### src/rtl/hazard_ctrl_if.sv
// rtl/hazard_ctrl_if.sv - ID-stage request and hazard-control response bundle
interface hazard_ctrl_if;
  logic       id_valid_i;
  logic [4:0] id_rs1_idx_i;
  logic [4:0] id_rs2_idx_i;
  logic       id_rs1_used_i;
  logic       id_rs2_used_i;
  logic [4:0] id_rd_addr_i;
  logic       id_rd_wr_i;
  logic       id_is_load_i;
  logic       ex_redirect_i;
  logic       stall_o;
  logic       flush_id_o;
  logic [1:0] fwd_rs1_sel_o;
  logic [1:0] fwd_rs2_sel_o;

  // Pipeline side: presents the ID instruction and redirect, consumes controls
  modport master (
    output id_valid_i, id_rs1_idx_i, id_rs2_idx_i, id_rs1_used_i, id_rs2_used_i,
    output id_rd_addr_i, id_rd_wr_i, id_is_load_i, ex_redirect_i,
    input  stall_o, flush_id_o, fwd_rs1_sel_o, fwd_rs2_sel_o
  );

  // Hazard controller side
  modport slave (
    input  id_valid_i, id_rs1_idx_i, id_rs2_idx_i, id_rs1_used_i, id_rs2_used_i,
    input  id_rd_addr_i, id_rd_wr_i, id_is_load_i, ex_redirect_i,
    output stall_o, flush_id_o, fwd_rs1_sel_o, fwd_rs2_sel_o
  );
endinterface

### src/rtl/hazard_ctrl.sv
// rtl/hazard_ctrl.sv - load-use stall, redirect flush and forwarding select control
module hazard_ctrl #(
  parameter int unsigned FLUSH_CYCLES = 2,
  parameter int unsigned CNT_W        = 32
) (
  input  logic             clk_i,
  input  logic             rst_i,
  hazard_ctrl_if.slave     hz,
  output logic [CNT_W-1:0] stall_cnt_o,
  output logic [CNT_W-1:0] redirect_cnt_o
);

  typedef enum logic {ST_IDLE, ST_FLUSH} state_t;

  localparam logic [3:0] FCNT_RELOAD = 4'(FLUSH_CYCLES - 1);

  // EX and MEM shadow slots. The WB slot is only ever consulted at the edge
  // it is formed (to pick select 2), so it lives on inside the registered
  // forwarding selects rather than as separate state. Likewise EX source
  // indices are consumed when the selects are registered.
  logic       ex_valid_q, ex_valid_d;
  logic [4:0] ex_rd_q, ex_rd_d;
  logic       ex_wr_q, ex_wr_d;
  logic       ex_load_q, ex_load_d;
  logic       mem_valid_q, mem_valid_d;
  logic [4:0] mem_rd_q, mem_rd_d;
  logic       mem_wr_q, mem_wr_d;

  logic [1:0] fwd1_q, fwd1_d;
  logic [1:0] fwd2_q, fwd2_d;

  logic [CNT_W-1:0] stall_cnt_q, stall_cnt_d;
  logic [CNT_W-1:0] redir_cnt_q, redir_cnt_d;

  state_t     state_q;
  logic [3:0] fcnt_q;

  logic ex_wr_hit, mem_wr_hit;
  logic rs1_ex, rs2_ex, rs1_mem, rs2_mem;
  logic load_use, flush, stall, accept;

  // A slot only counts as a producer if it really writes a non-x0 register
  assign ex_wr_hit  = ex_valid_q & ex_wr_q & (ex_rd_q != 5'd0);
  assign mem_wr_hit = mem_valid_q & mem_wr_q & (mem_rd_q != 5'd0);

  assign rs1_ex  = hz.id_rs1_used_i & ex_wr_hit  & (hz.id_rs1_idx_i == ex_rd_q);
  assign rs2_ex  = hz.id_rs2_used_i & ex_wr_hit  & (hz.id_rs2_idx_i == ex_rd_q);
  assign rs1_mem = hz.id_rs1_used_i & mem_wr_hit & (hz.id_rs1_idx_i == mem_rd_q);
  assign rs2_mem = hz.id_rs2_used_i & mem_wr_hit & (hz.id_rs2_idx_i == mem_rd_q);

  assign load_use = hz.id_valid_i & ex_load_q & (rs1_ex | rs2_ex);
  assign flush    = hz.ex_redirect_i | (state_q == ST_FLUSH);
  // A flushed ID instruction is discarded, so there is nothing to stall for
  assign stall    = load_use & ~flush;
  assign accept   = hz.id_valid_i & ~stall & ~flush;

  assign hz.stall_o       = stall;
  assign hz.flush_id_o    = flush;
  assign hz.fwd_rs1_sel_o = fwd1_q;
  assign hz.fwd_rs2_sel_o = fwd2_q;
  assign stall_cnt_o      = stall_cnt_q;
  assign redirect_cnt_o   = redir_cnt_q;

  // Next slot contents, forwarding selects and saturating event counts
  always_comb begin
    ex_valid_d  = accept;
    ex_rd_d     = hz.id_rd_addr_i;
    ex_wr_d     = hz.id_rd_wr_i;
    ex_load_d   = hz.id_is_load_i;
    mem_valid_d = ex_valid_q;
    mem_rd_d    = ex_rd_q;
    mem_wr_d    = ex_wr_q;

    // Current EX becomes the new MEM and current MEM the new WB; MEM wins
    fwd1_d = 2'd0;
    fwd2_d = 2'd0;
    if (accept) begin
      if (rs1_ex)       fwd1_d = 2'd1;
      else if (rs1_mem) fwd1_d = 2'd2;
      if (rs2_ex)       fwd2_d = 2'd1;
      else if (rs2_mem) fwd2_d = 2'd2;
    end

    stall_cnt_d = stall_cnt_q;
    if (stall && (stall_cnt_q != {CNT_W{1'b1}}))
      stall_cnt_d = stall_cnt_q + CNT_W'(1);
    redir_cnt_d = redir_cnt_q;
    if (hz.ex_redirect_i && (redir_cnt_q != {CNT_W{1'b1}}))
      redir_cnt_d = redir_cnt_q + CNT_W'(1);
  end

  // Slot advance, registered selects and counters
  always_ff @(posedge clk_i) begin
    if (rst_i) begin
      ex_valid_q  <= 1'b0;
      ex_rd_q     <= 5'd0;
      ex_wr_q     <= 1'b0;
      ex_load_q   <= 1'b0;
      mem_valid_q <= 1'b0;
      mem_rd_q    <= 5'd0;
      mem_wr_q    <= 1'b0;
      fwd1_q      <= 2'd0;
      fwd2_q      <= 2'd0;
      stall_cnt_q <= '0;
      redir_cnt_q <= '0;
    end else begin
      ex_valid_q  <= ex_valid_d;
      ex_rd_q     <= ex_rd_d;
      ex_wr_q     <= ex_wr_d;
      ex_load_q   <= ex_load_d;
      mem_valid_q <= mem_valid_d;
      mem_rd_q    <= mem_rd_d;
      mem_wr_q    <= mem_wr_d;
      fwd1_q      <= fwd1_d;
      fwd2_q      <= fwd2_d;
      stall_cnt_q <= stall_cnt_d;
      redir_cnt_q <= redir_cnt_d;
    end
  end

  // Flush sequencer: the redirect cycle flushes combinationally, FLUSH
  // covers the remaining FLUSH_CYCLES-1 cycles; a new redirect restarts it
  always_ff @(posedge clk_i) begin
    if (rst_i) begin
      state_q <= ST_IDLE;
      fcnt_q  <= 4'd0;
    end else begin
      case (state_q)
        ST_IDLE: begin
          if (hz.ex_redirect_i && (FLUSH_CYCLES > 1)) begin
            state_q <= ST_FLUSH;
            fcnt_q  <= FCNT_RELOAD;
          end
        end
        ST_FLUSH: begin
          if (hz.ex_redirect_i) begin
            fcnt_q <= FCNT_RELOAD;
          end else if (fcnt_q == 4'd1) begin
            state_q <= ST_IDLE;
            fcnt_q  <= 4'd0;
          end else begin
            fcnt_q <= fcnt_q - 4'd1;
          end
        end
        default: begin
          state_q <= ST_IDLE;
          fcnt_q  <= 4'd0;
        end
      endcase
    end
  end

endmodule

### src/flat_wrapper.sv
// flat-port wrapper written by rule: the top's interface ports become plain ports
module hazard_ctrl_flat 
#(
  parameter int unsigned FLUSH_CYCLES = 2,
  parameter int unsigned CNT_W        = 32
)
  (clk_i, rst_i, stall_cnt_o, redirect_cnt_o, hz_id_valid_i, hz_id_rs1_idx_i, hz_id_rs2_idx_i, hz_id_rs1_used_i, hz_id_rs2_used_i, hz_id_rd_addr_i, hz_id_rd_wr_i, hz_id_is_load_i, hz_ex_redirect_i, hz_stall_o, hz_flush_id_o, hz_fwd_rs1_sel_o, hz_fwd_rs2_sel_o);
  hazard_ctrl_if hz_i ();
  input  logic clk_i;
  input  logic rst_i;
  output logic [CNT_W-1:0] stall_cnt_o;
  output logic [CNT_W-1:0] redirect_cnt_o;
  input wire logic [$bits(hz_i.id_valid_i)-1:0] hz_id_valid_i;
  input wire logic [$bits(hz_i.id_rs1_idx_i)-1:0] hz_id_rs1_idx_i;
  input wire logic [$bits(hz_i.id_rs2_idx_i)-1:0] hz_id_rs2_idx_i;
  input wire logic [$bits(hz_i.id_rs1_used_i)-1:0] hz_id_rs1_used_i;
  input wire logic [$bits(hz_i.id_rs2_used_i)-1:0] hz_id_rs2_used_i;
  input wire logic [$bits(hz_i.id_rd_addr_i)-1:0] hz_id_rd_addr_i;
  input wire logic [$bits(hz_i.id_rd_wr_i)-1:0] hz_id_rd_wr_i;
  input wire logic [$bits(hz_i.id_is_load_i)-1:0] hz_id_is_load_i;
  input wire logic [$bits(hz_i.ex_redirect_i)-1:0] hz_ex_redirect_i;
  output wire logic [$bits(hz_i.stall_o)-1:0] hz_stall_o;
  output wire logic [$bits(hz_i.flush_id_o)-1:0] hz_flush_id_o;
  output wire logic [$bits(hz_i.fwd_rs1_sel_o)-1:0] hz_fwd_rs1_sel_o;
  output wire logic [$bits(hz_i.fwd_rs2_sel_o)-1:0] hz_fwd_rs2_sel_o;
  assign hz_i.id_valid_i = hz_id_valid_i;
  assign hz_i.id_rs1_idx_i = hz_id_rs1_idx_i;
  assign hz_i.id_rs2_idx_i = hz_id_rs2_idx_i;
  assign hz_i.id_rs1_used_i = hz_id_rs1_used_i;
  assign hz_i.id_rs2_used_i = hz_id_rs2_used_i;
  assign hz_i.id_rd_addr_i = hz_id_rd_addr_i;
  assign hz_i.id_rd_wr_i = hz_id_rd_wr_i;
  assign hz_i.id_is_load_i = hz_id_is_load_i;
  assign hz_i.ex_redirect_i = hz_ex_redirect_i;
  assign hz_stall_o = hz_i.stall_o;
  assign hz_flush_id_o = hz_i.flush_id_o;
  assign hz_fwd_rs1_sel_o = hz_i.fwd_rs1_sel_o;
  assign hz_fwd_rs2_sel_o = hz_i.fwd_rs2_sel_o;
  hazard_ctrl #(.FLUSH_CYCLES(FLUSH_CYCLES), .CNT_W(CNT_W)) u_core (.clk_i(clk_i), .rst_i(rst_i), .hz(hz_i), .stall_cnt_o(stall_cnt_o), .redirect_cnt_o(redirect_cnt_o));
endmodule
### config.mk
export PLATFORM = sky130hd
export DESIGN_NAME = hazard_ctrl_flat
export DESIGN_NICKNAME = d
export VERILOG_FILES = /design/src/rtl/hazard_ctrl_if.sv /design/src/rtl/hazard_ctrl.sv /design/src/flat_wrapper.sv
export SDC_FILE = /design/constraint.sdc
export NUM_CORES = 1
export LEC_CHECK = 0
export ABC_AREA = 1
export CAP_MARGIN = 20
export CORE_MARGIN = 2
export CORE_UTILIZATION = 30
export CTS_CLUSTER_DIAMETER = 100
export DETAILED_ROUTE_END_ITERATION = 16
export PLACE_DENSITY_LB_ADDON = 0.25
export SLEW_MARGIN = 15
export SYNTH_ARGS = -nofsm -noshare
export SYNTH_HDL_FRONTEND = slang
export SYNTH_SLANG_ARGS = --single-unit
### constraint.sdc
create_clock -name clk_i -period 1.8 [get_ports clk_i]
set_input_delay 0.18 -clock clk_i [delete_from_list [all_inputs] [get_ports clk_i]]
set_output_delay 0.18 -clock clk_i [all_outputs]
set_load 0.01 [all_outputs]
==> results.md <==
- Slew HR: 70.95%
- Crit share post-route: 96.53%
- Routed WL: 14.76 mm
- Commonest cells in the synthesized netlist: 204 x nand2_1, 135 x nor2_1, 88 x dfxtp_1, 86 x inv_1, 54 x a21oi_1
- Vias in the first global route: 4927
- DRT antenna net count: 0
- Crit end category: register
- Fin crit period: 1738 ps
- Setup TNS: 0 ps
- Share of layout cells above drive strength 1: 21.14%
- DP Cell Count: 1140
- Row cnt: 46
- Share of synthesized registers carrying an async set or reset: 0%
- Avg Inst Size Synth: 6.412 µm²
- Post-Syn Area: 4892 µm²
- R2r setup slk: 60 ps
- Tightest Pin Transition: 435.8 ps
- Buffers added on ports: 92
- Status: finished clean
- Final WS setup: 62.49 ps
- DRC: 0
- WHS Endpoint: u_core.ex_rd_q[0]
- Clk buf depth: 2
- Worst r2r src: u_core.redirect_cnt_o[0]
- Reg2reg path depth: 11
- Area Overhead vs Synth: 48.95%
- First-pass GRT wire length: 23.48 mm
- Post-synth top area share: 36.01%
- H-tree Lvls: 3
- Pwr Density: 620.1 nW/µm²
- Max-cap violations: 0
- EDFF count, synth: 0
- Dpl ws: -304.9 ps
- Sequential share of the synthesized area: 36.01%
- Worst Hold Depth: 3
- DIE AREA: 17340 µm²
- Clock root cell: clkbuf_16
- Antenna violations before repair: 0
- Worst Hold Launch: hz_id_rd_addr_i[0]
- Effective utilization at floorplan: 30.80%
- Clock skew: 8.502 ps
- Main synth FF type: dfxtp_1
- Data required time of the worst path: 2050 ps
- Synth top area cells: dfxtp_1 36%, nand2_1 16%, nor2_1 10%
- Vias per inst: 4.563
- GPL Wtd Cong: 0.8551
- Vias: 5302
- Clk slew on worst S/H paths: 70 ps
- Nets: 968
- Grt ovf: 0
- FMAX: 0.5755 GHz
- Post-DP HPWL: 10.83 mm
- YS warnings: 0
- Syn Inst Count: 763
- Pwr Total: 4519 µW
- Final Max Tran Viols: 0
- Count of cell types in the netlist: 36
- Post-Layout Cell Count: 1162
- Largest net degree at the start of global routing: 37
- Finish-stage setup viols: 0
- Maximum fanout along the worst path: 11
- Area leader, netlist: dfxtp_1
- Top-level port count: 93
- Die Span Y: 131.7 µm
- DIE WIDTH: 131.7 µm
- Most frequent cell after synthesis: nand2_1
- Hold Path Class: primary input to register
- Overall Global Routing Usage: 16.57%
- Starting DRC count in detailed routing: 241
- CTS tree: done
- Worst hold margin: 338.2 ps
- Clock sinks: 88
- Final hold vios: 0
- Syn Nets: 790
- Core area: 15890 µm²
- P_leak: 0.002963 µW
- WL/cell: 12.70 µm
- Flop and latch count out of synthesis: 88
- Startpoint types: register
- Total CTS buffers: 9
- Crit path from: u_core.redirect_cnt_o[0]
- WP data arrival: 1990 ps
- Clock network latency to the later pin of the worst-skew pair: 350 ps
- CP Class: register to register
- IR Drop Worst-Case VDD: 0.4664 mV
- Worst r2r dst: u_core.redirect_cnt_o[15]
- N_diodes: 0
- DR pass1 iterations: 4
-- stage by stage --
stage / util, % / area [µm²]
floorplan: - / 4897
global placement: 42.04 / 6678
detailed placement: 42.04 / 6678
CTS: 44.34 / 7044
global route: 45.87 / 7287
finish: 45.87 / 7287
-- power by group --
| part | switching [µW] | internal [µW] |
|---|---|---|
| sequential | 22.2 | 1970 |
| clock | 818 | 1350 |
| combinational | 182 | 172 |
-- critical path, cell delays in order (launching register included) --
cell     delay, ps
dfxtp_2        330
ha_2           180
nand2_2         80
nor2_4         140
nand2_2        100
nor2_4         160
nand2_2         90
nand2_4        140
inv_8           70
buf_4          150
a31oi_1        130
nor2_1          50
-- cell type report --
class                   instances  area (µm²)
clock buffers                  10       229.0
multi-input cells             558        2815
well taps                     216       270.3
flip-flops and latches         88        1789
fillers                      1648        8598
inverters                      97       372.9
repair buffers                187        1703
clock inverters                 6       107.6
-- logic make-up after synthesis --
family	synth area share, %
AO/OA/AOI/OAI	7.980
XOR/XNOR	3.581
adder cells (fa/ha/maj)	1.023
buffers and inverters	9.846
flip-flops	36.01
AND/OR/NAND/NOR	41.56
-- worst max-delay path by stage --
| stage | endpoint | depth (start not counted) |
|---|---|---|
| 6_report | u_core.redirect_cnt_o[15] | 11 |
| 5_1_grt | u_core.redirect_cnt_o[2] | 12 |
| 4_1_cts | hz_stall_o | 9 |
| 3_5_place_dp | hz_stall_o | 10 |
| 3_3_place_gp | hz_stall_o | 10 |
| 2_1_floorplan | u_core.stall_cnt_o[4] | 12 |
-- state kept, by name, indices dropped and copies added (netlist names), 2 cells and up --
name,flops
u_core.redirect_cnt_o,32
u_core.stall_cnt_o,32
u_core.ex_rd_q,5
u_core.mem_rd_q,5
u_core.fcnt_q,4
u_core.hz.fwd_rs1_sel_o,2
u_core.hz.fwd_rs2_sel_o,2
-- cells in the final DEF (no fill, tap or decap), types with 18 or more instances in the layout --
cell type        instances
nor2_1                 122
a21oi_1                 48
inv_1                   83
dfxtp_1                 72
nor3_1                  18
nand2_1                196
clkdlybuf4s50_1         91
nand4_1                 20
buf_4                   90
nand3_1                 45
-- per-layer routing --
metal	GRT usage (%)	routed length (µm)
met1	21.18	6894
met4	7.367	369
met2	27.72	6949
met3	2.431	545
met5	0	0
-- repair_timing --
item                                    in CTS  in global routing
pin swaps                                    1                  8
buffers inserted                             1                  4
gates resized for setup                     15                 57
cloned                                       0                  1
endpoints found under the setup margin      24                 65
hold buffers                                 0                  0
Power figures use the tool's default switching activity.
